<file path="src/rtl/ibex_fetch_realign.sv">
// Fetch-word FIFO and halfword realigner feeding the compressed decoder.
// Emits one 16/32-bit instruction per accept, stitching words that straddle a fetch-word boundary.
module ibex_fetch_realign #(
   parameter int unsigned DEPTH     = 3,
   parameter logic [31:0] BOOT_ADDR = 32'h0000_0080
) (
   input  logic        clk_i,
   input  logic        rst_i,
   input  logic        clear_i,
   input  logic [31:0] branch_addr_i,
   input  logic        in_valid_i,
   output logic        in_ready_o,
   input  logic [31:0] in_rdata_i,
   input  logic        in_err_i,
   output logic        out_valid_o,
   input  logic        out_ready_i,
   output logic [31:0] out_rdata_o,
   output logic [31:0] out_addr_o,
   output logic        out_err_o
);

   localparam int unsigned PW = (DEPTH > 1) ? $clog2(DEPTH) : 1;
   localparam int unsigned CW = $clog2(DEPTH + 1);
   localparam logic [CW-1:0] FULL = CW'(DEPTH);
   localparam logic [PW-1:0] LAST = PW'(DEPTH - 1);

   typedef struct packed {
      logic        err;
      logic [31:0] word;
   } entry_t;

   entry_t          mem [DEPTH];
   logic [PW-1:0]   rd_ptr, wr_ptr, rd_ptr_nxt;
   logic [CW-1:0]   count;
   logic [31:0]     addr_q;

   entry_t          w0, w1;
   logic            w0_vld, w1_vld;
   logic [15:0]     hi_half;
   logic            valid_raw, err_raw, pop_sel;
   logic [31:0]     addr_inc;
   logic            push, accept, pop;

   function automatic logic [PW-1:0] ptr_inc(input logic [PW-1:0] p);
      return (p == LAST) ? '0 : p + 1'b1;
   endfunction

   assign rd_ptr_nxt = ptr_inc(rd_ptr);
   assign w0         = mem[rd_ptr];
   assign w1         = mem[rd_ptr_nxt];
   assign w0_vld     = (count != '0);
   assign w1_vld     = (count >= CW'(2));
   assign hi_half    = w1_vld ? w1.word[15:0] : 16'h0;

   // Instruction select: aligned word, upper-half compressed, or straddling 32-bit.
   always_comb begin
      valid_raw   = 1'b0;
      out_rdata_o = w0.word;
      err_raw     = w0.err;
      pop_sel     = 1'b1;
      addr_inc    = 32'd4;
      if (!addr_q[1]) begin
         valid_raw = w0_vld;
         if (w0.word[1:0] != 2'b11) begin
            pop_sel  = 1'b0;
            addr_inc = 32'd2;
         end
      end else if (w0.word[17:16] != 2'b11) begin
         valid_raw   = w0_vld;
         out_rdata_o = {hi_half, w0.word[31:16]};
         addr_inc    = 32'd2;
      end else begin
         // A faulted first half is reported without waiting for the second word.
         valid_raw   = w0_vld & (w1_vld | w0.err);
         out_rdata_o = {hi_half, w0.word[31:16]};
         err_raw     = w0.err | (w1_vld & w1.err);
      end
   end

   assign in_ready_o  = (count != FULL);
   assign out_valid_o = valid_raw & ~clear_i;
   assign out_err_o   = err_raw & out_valid_o;
   assign out_addr_o  = addr_q;
   assign accept      = out_valid_o & out_ready_i;
   assign pop         = accept & pop_sel;
   assign push        = in_valid_i & in_ready_o & ~clear_i;

   always_ff @(posedge clk_i) begin
      if (push) mem[wr_ptr] <= '{err: in_err_i, word: in_rdata_i};
   end

   always_ff @(posedge clk_i) begin
      if (rst_i) begin
         rd_ptr <= '0;
         wr_ptr <= '0;
         count  <= '0;
         addr_q <= BOOT_ADDR;
      end else if (clear_i) begin
         rd_ptr <= '0;
         wr_ptr <= '0;
         count  <= '0;
         addr_q <= {branch_addr_i[31:1], 1'b0};
      end else begin
         if (push) wr_ptr <= ptr_inc(wr_ptr);
         if (pop)  rd_ptr <= rd_ptr_nxt;
         count <= count + CW'(push) - CW'(pop);
         if (accept) addr_q <= addr_q + addr_inc;
      end
   end

endmodule

</file>
<file path="config.mk">
export PLATFORM = sky130hd
export DESIGN_NAME = ibex_fetch_realign
export DESIGN_NICKNAME = d
export VERILOG_FILES = /design/src/rtl/ibex_fetch_realign.sv
export SDC_FILE = /design/constraint.sdc
export NUM_CORES = 1
export LEC_CHECK = 0
export BUFFER_PORTS_ARGS = -buffer_cell sky130_fd_sc_hd__buf_2
export CORE_UTILIZATION = 30
export CTS_CLUSTER_DIAMETER = 60
export DETAILED_ROUTE_END_ITERATION = 10
export GPL_TIMING_DRIVEN = 1
export HOLD_SLACK_MARGIN = 0.06
export PLACE_DENSITY_LB_ADDON = 0.15
export SLEW_MARGIN = 20
export SYNTH_ARGS = -nofsm -noshare
export SYNTH_HDL_FRONTEND = slang
export SYNTH_SLANG_ARGS = --single-unit
</file>
<file path="constraint.sdc">
create_clock -name clk_i -period 4.8 [get_ports clk_i]
set_input_delay 0.96 -clock clk_i [delete_from_list [all_inputs] [get_ports clk_i]]
set_output_delay 0.96 -clock clk_i [all_outputs]
set_load 0.01 [all_outputs]
</file>
Word level (Yosys, flattened, before mapping)

Memory sizes are Yosys's and may differ from the RTL's. A register that Yosys moved wholly into a read port is not among the register bits.
Cells that the tools add are included.

Add/subtract/negate cells: 5
$lt $le $gt $ge: 1
Equality and inequality tests: 5
Muxes and demuxes: 19
Bitwise logic cells: 11
Reduce and logical (&&, ||, !) cells: 3

Operator list:

| cell                                         | count |
|---|---|
| 2-to-1 mux 32 bit                            | 4 |
| adder 32 bit                                 | 1 |
| 2-to-1 mux 16 bit                            | 1 |
| bitwise AND 1 bit                            | 8 |
| 2-to-1 mux 1 bit                             | 8 |
| 2-to-1 mux 2 bit                             | 4 |
| 2-to-1 mux 3 bit                             | 2 |
| != test 2 bit (second input constant)        | 3 |
| adder 2 x 1 -> 2 bit (second input constant) | 2 |
| == test 2 bit (second input constant)        | 2 |
| nonzero test 2 bit                           | 2 |
| adder 2 x 1 -> 2 bit                         | 1 |
| >= comparator 2 bit (second input constant)  | 1 |
| OR 1 bit                                     | 2 |
| OR reduction 2 bit                           | 1 |
| subtractor 2 x 1 -> 2 bit                    | 1 |
| NOT 1 bit                                    | 1 |

Register bits: 38
Memory bits (writable): 99
Input port bits: 70
Output and inout port bits: 67
Word-level logic and storage cells: 50
Memories kept: 1

Memories:

| memory | words | bits a word | rd ports | clocked after Yosys merged registers in | write ports | RTL line | source |
|---|---|---|---|---|---|---|---|
| mem    | 3     | 33          | 2        | 1                                       | 1           | 32       | `entry_t mem [DEPTH];` |

Depth between registers and ports, before layout

Gate-level depths: netlist of the first run.

Word-level depth: 10
Depth in mapped cells: 12

Worst setup path after synthesis of the first run

Ideal clock, no wire load.

Path kind: input-to-reg
From: in clear_i
To: mem mem[2][0] in the netlist's numbering (enable)
Library setup time: 0.471 ns
Arrival time: 4.138 ns
Setup slack: 0.191 ns
Cell stages on the path: 5
Buffers on the path: 2
Cells stage by stage: clkbuf_1 -> inv_1 -> clkbuf_1 -> nand3_1 -> nor3b_1

Longest elaborated chain between the ends: 4

RTL lines:

| what                                   | RTL line | source |
|---|---|---|
| start: declaration                     | 9        | `input logic clear_i,` |
| NOT 1 bit                              | 86       | `assign push = in_valid_i & in_ready_o & ~clear_i;` |
| bitwise AND 1 bit                      | 86       |  |
| 2-to-1 mux 1 bit                       | 89       | `if (push) mem[wr_ptr] <= '{err: in_err_i, word: in_rdata_i};` |
| 2-to-1 mux 1 bit (implied by the code) | 89       |  |
| end: declaration                       | 32       |  |

No other way between the ends.

==> flow_summary.ini, run 1 <==
[run_status]
outcome = completed

[setup_path]
rr_worst_depth = 10
critPathCaptureType = register
worst-path-max-fanout = 22
path_class = reg -> reg
cp.required_ns = 5.11
arrival_ns = 3.98
critPathLaunchType = register

[sta]
period_needed_ns = 3.671
fin_ws_ns = 1.129
clock_skew_ns = 0.009082
timing.fmax_mhz = 272.4
hold_viol = 0
holdWs_ns = 0.5030
worstMarginPinSlew_ns = 0.8240
final-max-slew-violation-count = 0
period_share_pct = 76.47
rsz0062_at_grt = false
max-slew-margin-rel_pct = 44.94
setup_violations = 0
finalSetupTns_ns = 0

[logic_synthesis]
synth.cell_area_sq_um = 6883
postSynthCellCount = 634
syn_nets = 707
synth_edf_count = 99
avgSynthCellArea_sq_um = 10.86
async_flop_share_pct = 0
ys.flop_type = edfxtp_1
synth.ff_latch_count = 138
yosysUniqueCellTypes = 63
seq_area_frac_synth_pct = 54.54
yosysWarnings = 0

[clock_network]
hold_buffers = 0
cts-root-buf = clkbuf_16
clockBufferDepth = 2
cts_tree = done
cts_inserted_buffers = 17
cts_setup_buffers = 0
htree_num_levels = 4
clock_sinks = 138
cts_resized = 0
clk_pin_slew_ns = 0.06
clock_latency_ns = 0.42

[pwr]
power.density_nw_per_um2 = 337.0
p_int_mw = 2.082
ir_worst_vdd_mv = 0.2131
p_sw_mw = 0.7277
finalPower_mw = 2.810
sw_frac_of_total_pct = 25.90
p_leak_nw = 3.043
pwr-share-seq_pct = 47.9
comb_power_share_pct = 9.0
power_frac_clock_pct = 43.1

[route]
wl_per_cell_um = 18.29
remaining_drc_errors = 0
drtAntennaViolNets = 0
vias = 5517
routed_wl_mm = 19.24
vias_per_cell = 5.244
first_iter_violations = 245
firstDrtPassIters = 5

[final_layout]
num_antenna_cells = 0
final_cells = 1052
drive_gt1_share_pct = 24.90
layout.nets = 827
area_delta_synth_final_pct = 21.14
nFillCells = 2268

[min_path]
hp-class = reg -> reg
min_path_cells = 2

[floorplan]
die_height_um = 153.5
dieArea_sq_um = 23550
ios = 137
rows = 55
coreArea_sq_um = 22570
die_w_um = 153.5
start_util_pct = 30.49

[job]
drv_cap = 0

[placed_design]
portBuffers = 134
place_congestion = 0.7960
dpl.hpwl_mm = 12.54
dp_cells = 1020
post-place-ws_ns = 1.150

[global_routing]
grt_max_degree = 47
grt_first_pass_wirelength_mm = 29.92
first_global_vias = 5457
overflow = 0
antenna_found_initial = 2
grt_usage_pct = 16.63
## area by class of cell
class	instances	area, sq um	area share, %
Sequential cell	138	3756	45.05
Inverter	14	52.55	0.6303
Multi-Input combinational cell	439	2888	34.63
Timing Repair Buffer	144	745.7	8.944
Clock buffer	17	425.4	5.102
Tap cell	285	356.6	4.277
Clock inverter	15	113.9	1.366
## final timing paths
check / from / end / slack (ns)
hold reg to reg: wr_ptr[1] / wr_ptr[1] / 0.50
setup / recovery: register / out_addr_o[16] / 1.13
setup reg to reg: register / out_addr_o[16] / 1.13
hold / removal: wr_ptr[1] / wr_ptr[1] / 0.50
## layer usage
metal	track usage, %	routed length [um]	up-vias
li1	-	-	2693
met1	20.88	8790	2660
met2	28.03	9129	144
met3	4.480	1045	18
met4	4.619	257	2
met5	0	13	-
## layout by cell type (no fill, tap or decap), types with 19 or more instances in the layout
master / synthesis / routed
a21oi_1: 56 / 56
edfxtp_1: 99 / 99
nor3_1: 20 / 19
dfxtp_1: 39 / 37
nand2_1: 33 / 33
nor2_1: 66 / 66
buf_2: 9 / 134
o21ai_0: 19 / 19
mux2i_1: 65 / 65
## power groups by stage
| stage | clock (mW) | combinational [mW] | sequential [mW] |
|---|---|---|---|
| finish | 1.21 | 0.253 | 1.35 |
| global route | 1.28 | 0.279 | 1.35 |
| CTS | 1.24 | 0.257 | 1.35 |
| detailed placement | 0 | 0.256 | 1.37 |
| global placement | 0 | 0.251 | 1.37 |
| floorplan | 0 | 0.135 | 1.37 |
## cell usage after synthesis, types with 13 or more instances
| library cell | n | area share (%) |
|---|---|---|
| o21ai_0 | 19 | 1.4 |
| mux2i_1 | 65 | 9.5 |
| nand2_1 | 33 | 1.8 |
| o22ai_1 | 17 | 1.5 |
| dfxtp_1 | 39 | 11 |
| clkbuf_1 | 26 | 1.4 |
| nand3_1 | 17 | 1.2 |
| or4_1 | 13 | 1.4 |
| nor2_1 | 66 | 3.6 |
| edfxtp_1 | 99 | 43 |
| inv_1 | 13 | 0.71 |
| nand4_1 | 14 | 1.3 |
| nor3_1 | 20 | 1.5 |
| a21oi_1 | 56 | 4.1 |
## state kept, by name, summed over array words and instances, names as in the netlist, named ones only
register / count
rd_ptr: 2
out_addr_o: 31
mem: 99
wr_ptr: 2
count: 2
## worst max-delay path, stage by stage, from the launching register on
cell and delay [ns]:
dfxtp_2 0.59, inv_1 0.22, a21oi_1 0.56, a21oi_1 0.20, nor2_1 0.23, ha_1 0.24, a21oi_1 0.09, nor4_1 0.55
o311a_1 0.40, nand2_1 0.18, a211o_1 0.30
## cells by family (layout without fill, tap and decap cells)
group	after synthesis	count (layout)	share of synthesized area, %
xor gates and xnor gates	4	4	0.5091
other	1	1	0.05448
and+or+nand+nor	205	205	14.98
muxes	67	67	9.780
DFF	138	138	54.54
AOI/OAI and AO/OA	159	159	15.83
adders and majority gates	3	3	0.6544
buffers and inverters	57	190	3.654
## through the flow
step	instance area, sq um	util, %
finish	8338	36.94
global route	8338	36.94
CTS	8338	36.94
detailed placement	7799	34.55
global placement	7799	34.55
floorplan	6883	-
No activity file was read; power rests on OpenSTA's default activity.
==> run 2, diff against run 1 <==
==> constraint.sdc (replaced) <==
create_clock -name clk_i -period 3.65 [get_ports clk_i]
set_input_delay 0.73 -clock clk_i [delete_from_list [all_inputs] [get_ports clk_i]]
set_output_delay 0.73 -clock clk_i [all_outputs]
set_load 0.01 [all_outputs]
==> flow_summary.ini, run 2 (synthesis results as in run 1) <==
[floorplan]
die_w_um = 153.5
dieArea_sq_um = 23550
coreArea_sq_um = 22570
rows = 55
start_util_pct = 30.49
die_height_um = 153.5
ios = 137

[clock_network]
cts-root-buf = clkbuf_16
cts_tree = done
clock_sinks = 138
htree_num_levels = 4
clk_pin_slew_ns = 0.07
cts_setup_buffers = 0
cts_inserted_buffers = 17
clock_latency_ns = 0.42
cts_resized = 0
hold_buffers = 0
clockBufferDepth = 2

[sta]
max-slew-margin-rel_pct = 43.29
final-max-slew-violation-count = 0
worstMarginPinSlew_ns = 0.8487
setup_violations = 0
period_needed_ns = 3.237
rsz0062_at_grt = false
fin_ws_ns = 0.4132
finalSetupTns_ns = 0
clock_skew_ns = 0.01187
hold_viol = 0
timing.fmax_mhz = 309.0
period_share_pct = 88.68

[final_layout]
layout.nets = 834
largest_reg_flops = 99
layout_common_cells = 134 x buf_2, 99 x edfxtp_1, 66 x nor2_1
stdcell_area_sq_um = 8493
regMostFlops = mem
drive_gt1_share_pct = 25.71
area_delta_synth_final_pct = 23.40
layout_commonest_cell = buf_2

[min_path]
min_from = in_rdata_i[29]
hp-class = in -> reg

[global_routing]
groute.layer.met1.usage_pct = 20.33
first_global_vias = 5726
grt_max_degree = 57
grt-busiest-layer = met2
antenna_found_initial = 3
overflow = 0
gr-usage-met2_pct = 27.98
grt_usage_pct = 16.83
grt_use_met3_pct = 5.160
grt_first_pass_wirelength_mm = 30.48

[setup_path]
worst-path-max-fanout = 24
arrival_ns = 3.53
cp.required_ns = 3.94
critPathCaptureType = register
path_class = reg -> reg
critPathLaunchType = register

[pwr]
p_leak_nw = 3.107
ir_worst_vdd_mv = 0.2581
finalPower_mw = 3.928
power.density_nw_per_um2 = 462.4

[placed_design]
dpl_cell_area_sq_um = 7864
dpl.hpwl_mm = 12.80
post-place-ws_ns = 0.4394
portBuffers = 134
place_congestion = 0.8449

[job]
drv_cap = 0

[route]
remaining_drc_errors = 0
vias_per_cell = 5.280
wl_per_cell_um = 18.52
firstDrtPassIters = 5
vias = 5607
first_iter_violations = 256
routed_wl_mm = 19.67
drtAntennaViolNets = 0

[run_status]
outcome = completed
==> run 2: changes by cell type in the layout (fill, tap and decap cells not counted), sizes merged <==
cell	change
clkinv	-6
buf	+7
diode	+3
inv	+3
bufinv	+2
clkinvlp	+1
==> run 2: worst paths after layout <==
check	cells after the start	slack, ns	endpoint
setup / recovery	10	0.41	count[1]
hold / removal	1	0.50	mem[1][29]
setup reg to reg	10	0.41	count[1]
hold reg to reg	2	0.54	out_addr_o[11]
==> run 2: critical path, stage by stage, from the launching register on <==
cell	delay, ns
dfxtp_2	0.41
buf_4	0.46
mux2i_1	0.39
o2111ai_2	0.22
o31ai_4	0.56
nor3_2	0.18
xnor2_1	0.18
ha_1	0.18
xor2_1	0.21
nand4_1	0.12
nor3b_1	0.18
==> run 2: layout make-up <==
cell class	instances	area, sq um
Clock inverter	15	196.4
Clock buffer	17	425.4
Fill cell	2211	14080
Tap cell	285	356.6
Antenna cell	3	7.507
Sequential cell	138	3756
Inverter	14	52.55
Multi-Input combinational cell	439	2900
Timing Repair Buffer	151	798.3
==> run 2: per-layer routing <==
metal / routed length [um] / part of all wire [%]
met5: 0 / 0
met3: 1193 / 6.1
met2: 9184 / 47
met4: 352 / 1.8
met1: 8941 / 45
==> run 2: stage by stage <==
stage / util [%] / std cells / hold WS [ns]
3_3_place_gp: 34.84 / 1027 / 0.5056
2_1_floorplan: - / 634 / 0.4680
6_report: 37.63 / 1062 / 0.5019
3_5_place_dp: 34.84 / 1027 / 0.5273
5_1_grt: 37.61 / 1060 / 0.4821
4_1_cts: 37.59 / 1059 / 0.4843
==> run 2: power breakdown <==
group | switching (mW) | total (mW) | internal [mW]
logic | 0.201 | 0.338 | 0.137
clock network | 0.770 | 1.82 | 1.05
registers | 0.0456 | 1.77 | 1.73
==> run 3, diff against run 2 <==
--- a/config.mk
+++ b/config.mk
@@ -6,12 +6,13 @@
 export NUM_CORES = 1
 export LEC_CHECK = 0
 export BUFFER_PORTS_ARGS = -buffer_cell sky130_fd_sc_hd__buf_2
-export CORE_UTILIZATION = 30
+export CORE_UTILIZATION = 45
 export CTS_CLUSTER_DIAMETER = 60
 export DETAILED_ROUTE_END_ITERATION = 10
 export GPL_TIMING_DRIVEN = 1
 export HOLD_SLACK_MARGIN = 0.06
 export PLACE_DENSITY_LB_ADDON = 0.15
+export REMOVE_ABC_BUFFERS = 1
 export SLEW_MARGIN = 20
 export SYNTH_ARGS = -nofsm -noshare
 export SYNTH_HDL_FRONTEND = slang
==> flow_summary.ini, run 3 (synthesis results as in run 1) <==
[route]
first_iter_violations = 474
remaining_drc_errors = 14
wl_per_cell_um = 18.40
drtAntennaViolNets = 0
vias_per_cell = 5.910
routed_wl_mm = 17.61
vias = 5656
firstDrtPassIters = 10

[clock_network]
htree_num_levels = 4
cts_setup_buffers = 0
cts_resized = 0
cts_inserted_buffers = 17
clock_sinks = 138
cts-root-buf = clkbuf_16
clock_latency_ns = 0.42
clockBufferDepth = 2
hold_buffers = 0
clk_pin_slew_ns = 0.06
cts_tree = done

[min_path]
min_path_cells = 1
hp-class = in -> reg

[floorplan]
coreArea_sq_um = 14750
die_w_um = 125.7
ios = 137
rows = 44
dieArea_sq_um = 15790
die_height_um = 125.7
start_util_pct = 46.65

[final_layout]
area_delta_synth_final_pct = 21.16
num_antenna_cells = 0
drive_gt1_share_pct = 25.36
nFillCells = 1274
layout_commonest_cell = buf_2
largest_reg_flops = 99
ff_latch_area_sq_um = 3756
multi_input_area_sq_um = 2888
layout.nets = 833
layout_common_cells = 134 x buf_2, 99 x edfxtp_1, 66 x nor2_1
regMostFlops = mem

[pwr]
power_frac_clock_pct = 45.0
finalPower_mw = 3.827
pwr-share-seq_pct = 46.4
p_int_mw = 2.936
p_sw_mw = 0.8912
ir_worst_vdd_mv = 0.3708
sw_frac_of_total_pct = 23.29
p_leak_nw = 3.100
comb_power_share_pct = 8.6
power.density_nw_per_um2 = 458.9

[global_routing]
antenna_found_initial = 1
overflow = 0
grt_max_degree = 47
grt_usage_pct = 22.87
grt_first_pass_wirelength_mm = 27.95
first_global_vias = 5699

[run_status]
outcome = complete, but fails checks
violations = design-rule violations

[setup_path]
worst-path-max-fanout = 24
r2r_slack_ns = 0.39
critPathCaptureType = register
arrival_ns = 3.55
path_class = reg -> reg
cp.required_ns = 3.94
rr_worst_depth = 10
critPathLaunchType = register

[placed_design]
place_congestion = 0.8473
portBuffers = 134
post-place-ws_ns = 0.3792
dpl.hpwl_mm = 11.46

[sta]
worstMarginPinSlew_ns = 0.8313
period_share_pct = 89.32
timing.fmax_mhz = 306.7
period_needed_ns = 3.260
rsz0062_at_grt = false
max-slew-margin-rel_pct = 44.45
fin_ws_ns = 0.3900
clock_skew_ns = 0.008484
hold_viol = 0
final-max-slew-violation-count = 0
setup_violations = 0

[job]
drv_cap = 0
==> run 3: layout make-up <==
cell class	count	area share [%]
Clock inverter	15	2.056
Multi-Input combinational cell	439	34.63
Inverter	14	0.6302
Sequential cell	138	45.04
Timing Repair Buffer	150	9.782
Tap cell	184	2.761
Clock buffer	17	5.101
==> run 3: final timing paths <==
path	startpoint	endpoint
hold reg to reg	wr_ptr[1]	wr_ptr[1]
setup / recovery	register	count[1]
setup reg to reg	register	count[1]
hold / removal	in_rdata_i[26]	mem[2][26]
==> run 3: worst max-delay path: stages, from the launching register on <==
cell and delay (ns):
dfxtp_2 0.52, buf_4 0.48, mux2i_1 0.39, o2111ai_2 0.23, o31ai_4 0.52, nor3_2 0.17
xnor2_1 0.19, ha_1 0.18, xor2_1 0.18, nand4_1 0.10, nor3b_1 0.17
==> run 3: metrics by stage <==
stage	hold WS [ns]	cell area [sq um]	instances	TNS (ns)	utilization, %
2_1_floorplan	0.4586	6684	591	-69.58	-
3_3_place_gp	0.4770	7742	925	0	52.48
3_5_place_dp	0.5122	7742	925	0	52.48
4_1_cts	0.4933	8339	957	0	56.52
5_1_grt	0.4893	8339	957	0	56.52
6_report	0.5105	8339	957	0	56.52
==> run 3: power groups by stage <==
stage	sequential, mW	clock (mW)	combinational [mW]
2_1_floorplan	1.81	0	0.158
3_3_place_gp	1.80	0	0.320
3_5_place_dp	1.81	0	0.328
4_1_cts	1.77	1.76	0.330
5_1_grt	1.78	1.82	0.362
6_report	1.78	1.72	0.330
==> run 3: metal layers <==
layer	part of all wire, %	wire length (um)	track usage (%)
met5	0.074	13	0
met4	1.4	246	9.110
met3	7.6	1331	6.967
met2	49	8710	39.22
met1	41	7307	26.77
